--- config.mk ---
export PLATFORM = sky130hd
export DESIGN_NAME = spdif_frame_sequencer
export DESIGN_NICKNAME = d
export VERILOG_FILES = /design/src/rtl/spdif_pkg.sv /design/src/rtl/spdif_chstat_gen.sv /design/src/rtl/spdif_frame_sequencer.sv
export SDC_FILE = /design/constraint.sdc
export NUM_CORES = 1
export LEC_CHECK = 0
export ABC_AREA = 1
export CAP_MARGIN = 20
export CORE_AREA = 10 10 111 113
export DETAILED_ROUTE_END_ITERATION = 10
export DIE_AREA = 0 0 121 123
export GPL_TIMING_DRIVEN = 0
export PLACE_DENSITY = 0.77
export SLEW_MARGIN = 25
export SYNTH_ARGS = -nofsm -noshare
export SYNTH_HDL_FRONTEND = slang
export SYNTH_SLANG_ARGS = --single-unit
export TNS_END_PERCENT = 30
--- constraint.sdc ---
create_clock -name pin_i2s_bclk_pll -period 3.5 [get_ports pin_i2s_bclk_pll]
set_input_delay 0.525 -clock pin_i2s_bclk_pll [delete_from_list [all_inputs] [get_ports pin_i2s_bclk_pll]]
set_output_delay 0.525 -clock pin_i2s_bclk_pll [all_outputs]
set_load 0.02 [all_outputs]
--- src/rtl/spdif_pkg.sv ---
// Shared S/PDIF framing constants: preamble codes, slot indices, block length.
// Latency: none (declarations only).
// Backpressure: not applicable.
package spdif_pkg;

  typedef enum logic [1:0] {
    PRE_NONE = 2'b00,
    PRE_B    = 2'b01,
    PRE_M    = 2'b10,
    PRE_W    = 2'b11
  } pre_t;

  typedef enum logic {
    ST_IDLE = 1'b0,
    ST_RUN  = 1'b1
  } seq_state_t;

  // Audio field width inside a subframe (slots 4..27)
  localparam int AUD_W = 24;

  localparam logic [4:0] SLOT_AUX0     = 5'd4;
  localparam logic [4:0] SLOT_AUD_LAST = 5'd27;
  localparam logic [4:0] SLOT_V        = 5'd28;
  localparam logic [4:0] SLOT_U        = 5'd29;
  localparam logic [4:0] SLOT_C        = 5'd30;
  localparam logic [4:0] SLOT_P        = 5'd31;

  localparam int         CS_BLOCK_LEN = 192;
  localparam logic [7:0] FRAME_LAST   = 8'(CS_BLOCK_LEN - 1);
  // Only the first 32 channel-status bits can be non-zero
  localparam logic [7:0] CS_LOW_BITS  = 8'd32;

endpackage

--- src/rtl/spdif_chstat_gen.sv ---
// Channel-status bit lookup for the current frame of the 192-frame block.
// Latency: combinational.
// Backpressure: none; pure function of frame_cnt.
module spdif_chstat_gen
  import spdif_pkg::*;
#(
  parameter logic [31:0] CS_LOW = 32'h0200_0004
) (
  input  logic [7:0] frame_cnt,
  output logic       c_bit
);

  // Bits 0..31 come from CS_LOW, everything above is zero
  always_comb begin
    c_bit = 1'b0;
    if (frame_cnt < CS_LOW_BITS) begin
      c_bit = CS_LOW[frame_cnt[4:0]];
    end
  end

endmodule

--- src/rtl/spdif_frame_sequencer.sv ---
// Builds S/PDIF subframes slot by slot from buffered L/R sample pairs.
// Latency: slot outputs registered, valid 1 cycle after the consuming slot_tick.
// Backpressure: one-pair holding register; smp_ready low while it is full.
module spdif_frame_sequencer
  import spdif_pkg::*;
#(
  parameter int          SAMPLE_W = 24,
  parameter logic [31:0] CS_LOW   = 32'h0200_0004
) (
  input  logic                pin_i2s_bclk_pll,
  input  logic                pin_user_sw,
  input  logic                en,
  input  logic                slot_tick,
  input  logic                smp_valid,
  input  logic [SAMPLE_W-1:0] smp_left,
  input  logic [SAMPLE_W-1:0] smp_right,
  output logic                smp_ready,
  output logic                slot_valid,
  output logic [1:0]          slot_pre,
  output logic                slot_data,
  output logic                block_start,
  output logic                underrun,
  output logic                err_sticky
);

  seq_state_t          state_q, state_d;
  logic [SAMPLE_W-1:0] hold_l, hold_r;
  logic                hold_full;
  logic [AUD_W-1:0]    sh_l, sh_r;
  logic [AUD_W-1:0]    aud_l, aud_r;
  logic                v_q, par_q;
  logic [4:0]          slot_cnt;
  logic                sub_r;
  logic [7:0]          frame_cnt;
  logic [4:0]          cur_slot;
  logic                cur_r;
  logic [7:0]          cur_frame;
  logic                tick_go, frame_start, capture, c_bit, is_aud;
  pre_t                emit_pre;
  logic                emit_data;

  assign smp_ready = !hold_full;
  assign capture   = smp_valid && !hold_full;
  // Short samples sit in the MSBs of the audio field; LSB slots carry zero
  assign aud_l     = AUD_W'(hold_l) << (AUD_W - SAMPLE_W);
  assign aud_r     = AUD_W'(hold_r) << (AUD_W - SAMPLE_W);

  spdif_chstat_gen #(.CS_LOW(CS_LOW)) u_chstat (
    .frame_cnt (cur_frame),
    .c_bit     (c_bit)
  );

  // Next state plus the slot to emit; IDLE always starts at L slot 0 of frame 0
  always_comb begin
    state_d   = state_q;
    cur_slot  = slot_cnt;
    cur_r     = sub_r;
    cur_frame = frame_cnt;
    tick_go   = 1'b0;
    case (state_q)
      ST_IDLE: begin
        cur_slot  = '0;
        cur_r     = 1'b0;
        cur_frame = '0;
        if (slot_tick && en && hold_full) begin
          tick_go = 1'b1;
          state_d = ST_RUN;
        end
      end
      ST_RUN: begin
        tick_go = slot_tick;
        if (slot_tick && (slot_cnt == SLOT_P) && sub_r && !en) begin
          state_d = ST_IDLE;
        end
      end
      default: state_d = ST_IDLE;
    endcase

    frame_start = tick_go && (cur_slot == '0) && !cur_r;
    is_aud      = (cur_slot >= SLOT_AUX0) && (cur_slot <= SLOT_AUD_LAST);

    emit_pre  = PRE_NONE;
    emit_data = 1'b0;
    if (cur_slot < SLOT_AUX0) begin
      emit_pre = cur_r ? PRE_W : ((cur_frame == '0) ? PRE_B : PRE_M);
    end else if (is_aud) begin
      emit_data = cur_r ? sh_r[0] : sh_l[0];
    end else begin
      case (cur_slot)
        SLOT_V:  emit_data = v_q;
        SLOT_U:  emit_data = 1'b0;
        SLOT_C:  emit_data = c_bit;
        SLOT_P:  emit_data = par_q;
        default: emit_data = 1'b0;
      endcase
    end
  end

  // FSM state register
  always_ff @(posedge pin_i2s_bclk_pll or negedge pin_user_sw) begin
    if (!pin_user_sw) state_q <= ST_IDLE;
    else              state_q <= state_d;
  end

  // Slot/subframe/frame position of the next slot; 5-bit slot wraps 31 -> 0
  always_ff @(posedge pin_i2s_bclk_pll or negedge pin_user_sw) begin
    if (!pin_user_sw) begin
      slot_cnt  <= '0;
      sub_r     <= 1'b0;
      frame_cnt <= '0;
    end else if (tick_go) begin
      slot_cnt <= cur_slot + 5'd1;
      sub_r    <= cur_r ^ (cur_slot == SLOT_P);
      if ((cur_slot == SLOT_P) && cur_r) begin
        frame_cnt <= (cur_frame == FRAME_LAST) ? 8'd0 : cur_frame + 8'd1;
      end else begin
        frame_cnt <= cur_frame;
      end
    end
  end

  // Holding register: a fresh capture wins over a same-cycle consume
  always_ff @(posedge pin_i2s_bclk_pll or negedge pin_user_sw) begin
    if (!pin_user_sw) begin
      hold_l    <= '0;
      hold_r    <= '0;
      hold_full <= 1'b0;
    end else if (capture) begin
      hold_l    <= smp_left;
      hold_r    <= smp_right;
      hold_full <= 1'b1;
    end else if (frame_start) begin
      hold_full <= 1'b0;
    end
  end

  // Audio shift registers, loaded at frame start (zeros and V=1 on underrun)
  always_ff @(posedge pin_i2s_bclk_pll or negedge pin_user_sw) begin
    if (!pin_user_sw) begin
      sh_l <= '0;
      sh_r <= '0;
      v_q  <= 1'b0;
    end else if (frame_start) begin
      sh_l <= hold_full ? aud_l : '0;
      sh_r <= hold_full ? aud_r : '0;
      v_q  <= !hold_full;
    end else if (tick_go && is_aud) begin
      if (cur_r) sh_r <= sh_r >> 1;
      else       sh_l <= sh_l >> 1;
    end
  end

  // Even parity over slots 4..30, cleared during the last preamble slot
  always_ff @(posedge pin_i2s_bclk_pll or negedge pin_user_sw) begin
    if (!pin_user_sw) begin
      par_q <= 1'b0;
    end else if (tick_go) begin
      if (cur_slot == (SLOT_AUX0 - 5'd1)) par_q <= 1'b0;
      else if ((cur_slot >= SLOT_AUX0) && (cur_slot < SLOT_P)) par_q <= par_q ^ emit_data;
    end
  end

  // Registered slot outputs; they fall quiet once the sequencer sits in IDLE
  always_ff @(posedge pin_i2s_bclk_pll or negedge pin_user_sw) begin
    if (!pin_user_sw) begin
      slot_valid  <= 1'b0;
      slot_pre    <= PRE_NONE;
      slot_data   <= 1'b0;
      block_start <= 1'b0;
      underrun    <= 1'b0;
      err_sticky  <= 1'b0;
    end else begin
      slot_valid  <= tick_go;
      block_start <= frame_start && (cur_frame == '0);
      underrun    <= frame_start && !hold_full;
      err_sticky  <= err_sticky || (frame_start && !hold_full);
      if (tick_go) begin
        slot_pre  <= emit_pre;
        slot_data <= emit_data;
      end else if (state_q == ST_IDLE) begin
        slot_pre  <= PRE_NONE;
        slot_data <= 1'b0;
      end
    end
  end

endmodule

# After elaboration in Yosys (flattened, before gate mapping)
# Memories as Yosys holds them, arrays and structs flattened.
# Cells that the tools add are included.
[totals]
register_bits = 121
rom_bits = 32
inputBits = 53
output_inout_bits = 8
elab_cells = 98
n_memories = 1
[op_classes]
addsub = 2
n_lt_le_gt_ge = 6
eq_ne = 8
n_mux = 34
bitwise_logic = 3
n_reduce_logical = 27
[memory_table]
columns = ["name", "depth", "width", "rd", "rd_clocked_by_memory_dff", "write_ports", "line", "text"]
rows = [
  ["(name not given)", 32, 1, 1, 0, 0, "spdif_chstat_gen.sv:17", "c_bit = CS_LOW[frame_cnt[4:0]];"],
]
[op_table]
columns = ["cell", "count"]
rows = [
  ["$mux 24", 8],
  ["$mux 8", 3],
  ["$eq 5x5->1 const B", 4],
  ["$logic_and 1x1->1", 14],
  ["$mux 1", 14],
  ["$mux 2", 5],
  ["$add 8x1->8 const B", 1],
  ["$eq 8x8->1 const B", 1],
  ["$logic_not 8->1", 1],
  ["$lt 8x6->1 const B", 1],
  ["$reduce_bool 2->1", 4],
  ["$lt 5x6->1 const B", 1],
  ["$reduce_and 2->1", 3],
  ["$add 5x1->5 const B", 1],
  ["$eq 5x2->1 const B", 1],
  ["$ge 5x3->1 const B", 1],
  ["$le 5x5->1 const B", 1],
  ["$logic_not 5->1", 1],
  ["$lt 5x3->1 const B", 1],
  ["$lt 5x5->1 const B", 1],
  ["$mux 5", 1],
  ["$ne 2x1->1 const B", 2],
  ["$pmux 1 s2", 2],
  ["$logic_not 1->1", 3],
  ["4 further kinds", 5],
]

# Longest topological paths before layout
[logic_depth]
word_depth = 10
depth_mapped = 16
mapped_depth_nobuf = 13

# Cells and area by module
# Synthesis repeated with hierarchy kept, for this count alone.
[unflattened]
cells_unflattened = 676
hier_area_um2 = 5880.6
[modules_own_cells]
columns = ["mod", "instances", "cells_each", "area_per_inst_um2", "seq_area_each_um2"]
rows = [
  ["spdif_frame_sequencer", 1, 662, 5825.6, 3027.9],
  ["spdif_chstat_gen", 1, 14, 55.1, 0.0],
]

# Worst setup path after synthesis
# No wires, ideal clock.
[synth_path]
kind = "reg-to-reg"
from = "reg state_q"
to = "reg frame_cnt[7]"
arrival_time_ns = 2.317
required_time_ns = 3.383
path_slack_ns = 1.066
stages_incl_launch_ff = 16
path_cell_list = "dfrtp_1 -> buf_4 -> buf_2 -> nand2_1 -> inv_1 -> ha_1 -> inv_1 -> nor3_1 -> ha_1 -> ha_1 -> clkbuf_1 -> nand4_1 -> nor2_1 -> nand3_1 -> nand3_1 -> nand2_1"
[synth_between]
elab_chain_cells = 4
elab_cells_between_ends = 11
[synth_lines]
columns = ["element", "line", "text"]
rows = [
  ["start, declared", "spdif_frame_sequencer.sv:26", "seq_state_t state_q, state_d;"],
  ["start signal, assigned", "spdif_frame_sequencer.sv:102", "else state_q <= state_d;"],
  ["$mux 8 / $mux 5 (equally long branches)", "spdif_frame_sequencer.sv:60", "case (state_q)"],
  ["$add 8x1->8 (tied with other cells)", "spdif_frame_sequencer.sv:115", "frame_cnt <= (cur_frame == FRAME_LAST) ? 8'd0 : cur_frame + 8'd1;"],
  ["$mux 8 / $logic_and 1x1->1 (equally long branches)", "spdif_frame_sequencer.sv:115, spdif_frame_sequencer.sv:114", ""],
  ["$mux 8", "spdif_frame_sequencer.sv:114", "if ((cur_slot == SLOT_P) && cur_r) begin"],
  ["end signal, assigned", "spdif_frame_sequencer.sv:115", ""],
  ["end signal, assigned", "spdif_frame_sequencer.sv:117", "frame_cnt <= cur_frame;"],
  ["end, declared", "spdif_frame_sequencer.sv:34", "logic [7:0] frame_cnt;"],
]
# Several ways; a longest one is shown, not always the timed one.
# A chain may end at the register's enable or synchronous reset.

# Worst setup path after layout
# Same ends and word-level chain as after synthesis.

==> metrics.txt <==
Die ar. around 15,000 um2; number of antenna diodes 0; CTS tree built; Max Buffers Root-to-Sink 2; vias in the first global route roughly 4,600; Worst-Skew Late Latency 0.53 ns; CP most frequent cell ha_1; crit path launch state_q$_DFF_PN0_; Worst EP arrival 3.42 ns; Final ANT Viol Nets 0; RSZ-0062 raised after global routing false; num rows 37; Worst setup EP type flop; largest net degree at the start of global routing 68; nets@finish 740; Core Util, Final 68.5%; final hold slack 0.00194 ns; routability cong. between 0.8 and 0.9; die width approximately 120 um; Hold Path Class in2async; CTS hold repair buffers 0; fraction of registers with async set/reset 100%; detailed-route via count approximately 4,600; grt ovf 0; Peak supply drop 0.510 mV; multi-input logic area roughly 2200 um2; crit share post-route about 86%; wire per inst approximately 16 um; Die Y about 120 um; Slew Limit Fails 0; H-tree levels 4; Final Cell Area 6940 um2; R2R Path Start state_q$_DFF_PN0_; setup violators final 0; Post-Syn Area approximately 5600 um2; power consumption 5.75 mW; syn avg cell area 9.22 um2; register area a little over 3000 um2; Final Hold Fails 0; Synth Instances around 600; drt first pass iters 5; CP Class reg2reg; Worst setup endpoint frame_cnt[7]$_DFFE_PN0P_; Root Buffer clkbuf_8; iteration-0 DRC count of the detailed router roughly 300; cts repair resizes 0; slew margin rel. between 50% and 60%; synth-to-layout area growth 25.0%; Num CTS Buffers 17; I/O pins a little over 60; placed instance area 6350 um2; post-CTS setup buffers 0; Residual DRC 0; Setup WS pre-CTS between 0.5 and 0.6 ns; Netlist cell types 32; Buffers & Inverters on Critical Path 5; fmax 333 MHz; crit path max fanout 10; Non-Filler Instances 831; first-pass GRT wire length between 20,000 and 25,000 um; starting density of the core between 50% and 60%; initial antenna violation count 0; dominant cells by area after synthesis dfrtp_1, nand2_1, mux2_2; most frequent cells in the layout dfrtp_1, nand2_1, nor2_1; Vias/cell around 5.5; r2r setup slk 0.49 ns; area share of the largest cell type after synthesis roughly 55%; Post-synth EDFFs 0; commonest non-fill, non-tap cell in the layout dfrtp_1; number of placed instances, taps included ~800; synthesized flop and latch total about 120; final worst path period need between 3 and 4 ns; Synth area leader dfrtp_1; FILL cells roughly 770; gr usage total 18.3%; Yosys Warn Count 0; startpoint types flop; r2r endpoint frame_cnt[7]$_DFFE_PN0P_; outcome complete, no violations; Core ar. just over 10,000 um2; Seq/Total Area, Yosys about 55%; ys flop type dfrtp_1; Worst Skew around 0.0079 ns; Max Cap Violations 0; fraction of layout cells with a size suffix above 1 between 10% and 20%; Critical Path RT 3.91 ns; reg2reg path depth 15; Top delay family on crit path buffers and inverters; CP max stage delay between 0.3 and 0.4 ns; Slowest cell on crit path dfrtp_1; TNS Setup 0 ns; critical path depth in cells 15; Pwr per Cell Area about 830 nW/um2; clock transition at the registers of the reported paths roughly 0.050 ns; drt total wl between 10,000 and 15,000 um; PnR worst setup slack around 0.5 ns; Post-DP HPWL about 8900 um; Tightest Pin Transition around 0.62 ns; # port buffers 60; Pleak ~3.3 nW; crit-path cells buf_4 > buf_2 > nand2_1 > inv_1 > ha_1 > inv_1 > nor3_1 > ha_1 > ha_1 > clkbuf_1 > nand4_1 > nor2_1 > nand3_1 > nand3_1 > nand2_1; Net Count, Synth 660; CTS sink cnt between 100 and 150
registers in the layout (all words and copies together) (netlist names):
| name | count |
|---|---|
| v_q | 1 |
| underrun | 1 |
| frame_cnt | 8 |
| slot_valid | 1 |
| block_start | 1 |
| state_q | 1 |
| sh_r | 24 |
| sh_l | 24 |
| err_sticky | 1 |
| slot_cnt | 5 |
| sub_r | 1 |
| par_q | 1 |
| aud_r | 24 |
| hold_full | 1 |
| slot_pre | 2 |
| slot_data | 1 |
| aud_l | 24 |
worst reg2reg max path: stages (launching register included):
cell      delay, ns
dfrtp_1        0.38
buf_4          0.19
buf_2          0.25
nand2_1        0.10
inv_1          0.12
ha_1           0.23
inv_1          0.09
nor3_1         0.24
ha_1           0.23
ha_1           0.15
clkbuf_1       0.32
nand4_1        0.22
nor2_1         0.18
nand3_1        0.09
nand3_1        0.07
nand2_1        0.05
routing by layer:
metal  GRT usage [%]  vias up  share of wire (%)
met5               0        -                  0
met4            7.24        0                1.7
met3            5.83       24                7.1
met2            28.9      173                 48
met1            23.1     2216                 43
li1                -     2183                  -
power breakdown:
| part | internal, mW | switching (mW) | total [mW] |
|---|---|---|---|
| sequential | 1.98 | 0.313 | 2.29 |
| clock | 1.08 | 0.629 | 1.71 |
| combinational | 0.743 | 1.00 | 1.74 |
| total | 3.80 | 1.94 | 5.75 |
worst min-delay path by stage:
stage / from / endpoint / slack (ns) / cells past startpoint
after floorplan: pin_user_sw / aud_l[0]$_DFFE_PN0P_ / 0.23 / 0
after global placement: err_sticky$_DFF_PN0_ / err_sticky$_DFF_PN0_ / 0.45 / 1
after detailed placement: err_sticky$_DFF_PN0_ / err_sticky$_DFF_PN0_ / 0.47 / 1
after CTS: pin_user_sw / aud_r[9]$_DFFE_PN0P_ / 0.009 / 1
after global routing: pin_user_sw / aud_r[14]$_DFFE_PN0P_ / 0.05 / 1
final: pin_user_sw / aud_r[14]$_DFFE_PN0P_ / 0.002 / 1
cells by family after synthesis:
logic type / synth area share (%)
muxes: 6.67
buffers and inverters: 6.20
DFF: 54.5
xor gates and xnor gates: 0.158
AOI/OAI and AO/OA: 10.4
adders and majority gates: 1.13
and+or+nand+nor: 20.9
area by class of cell:
type / count / area share (%)
Buffer: 36 / 2.79
Inverter: 40 / 2.16
Tap cell: 136 / 2.45
Sequential cell: 121 / 43.6
Clock buffer: 21 / 6.76
Clock inverter: 11 / 1.71
Timing Repair Buffer: 61 / 9.07
Multi-Input combinational cell: 405 / 31.4
cell usage after synthesis, types with 6 or more instances:
cell type,count
dfrtp_1,121
mux2_2,32
nor3_1,6
nand2_1,109
nand3_1,60
buf_2,14
inv_1,39
o21ai_0,24
a31oi_1,31
a21oi_1,23
clkbuf_1,15
o211ai_1,10
nor2_1,72
Power figures use the tool's default switching activity.
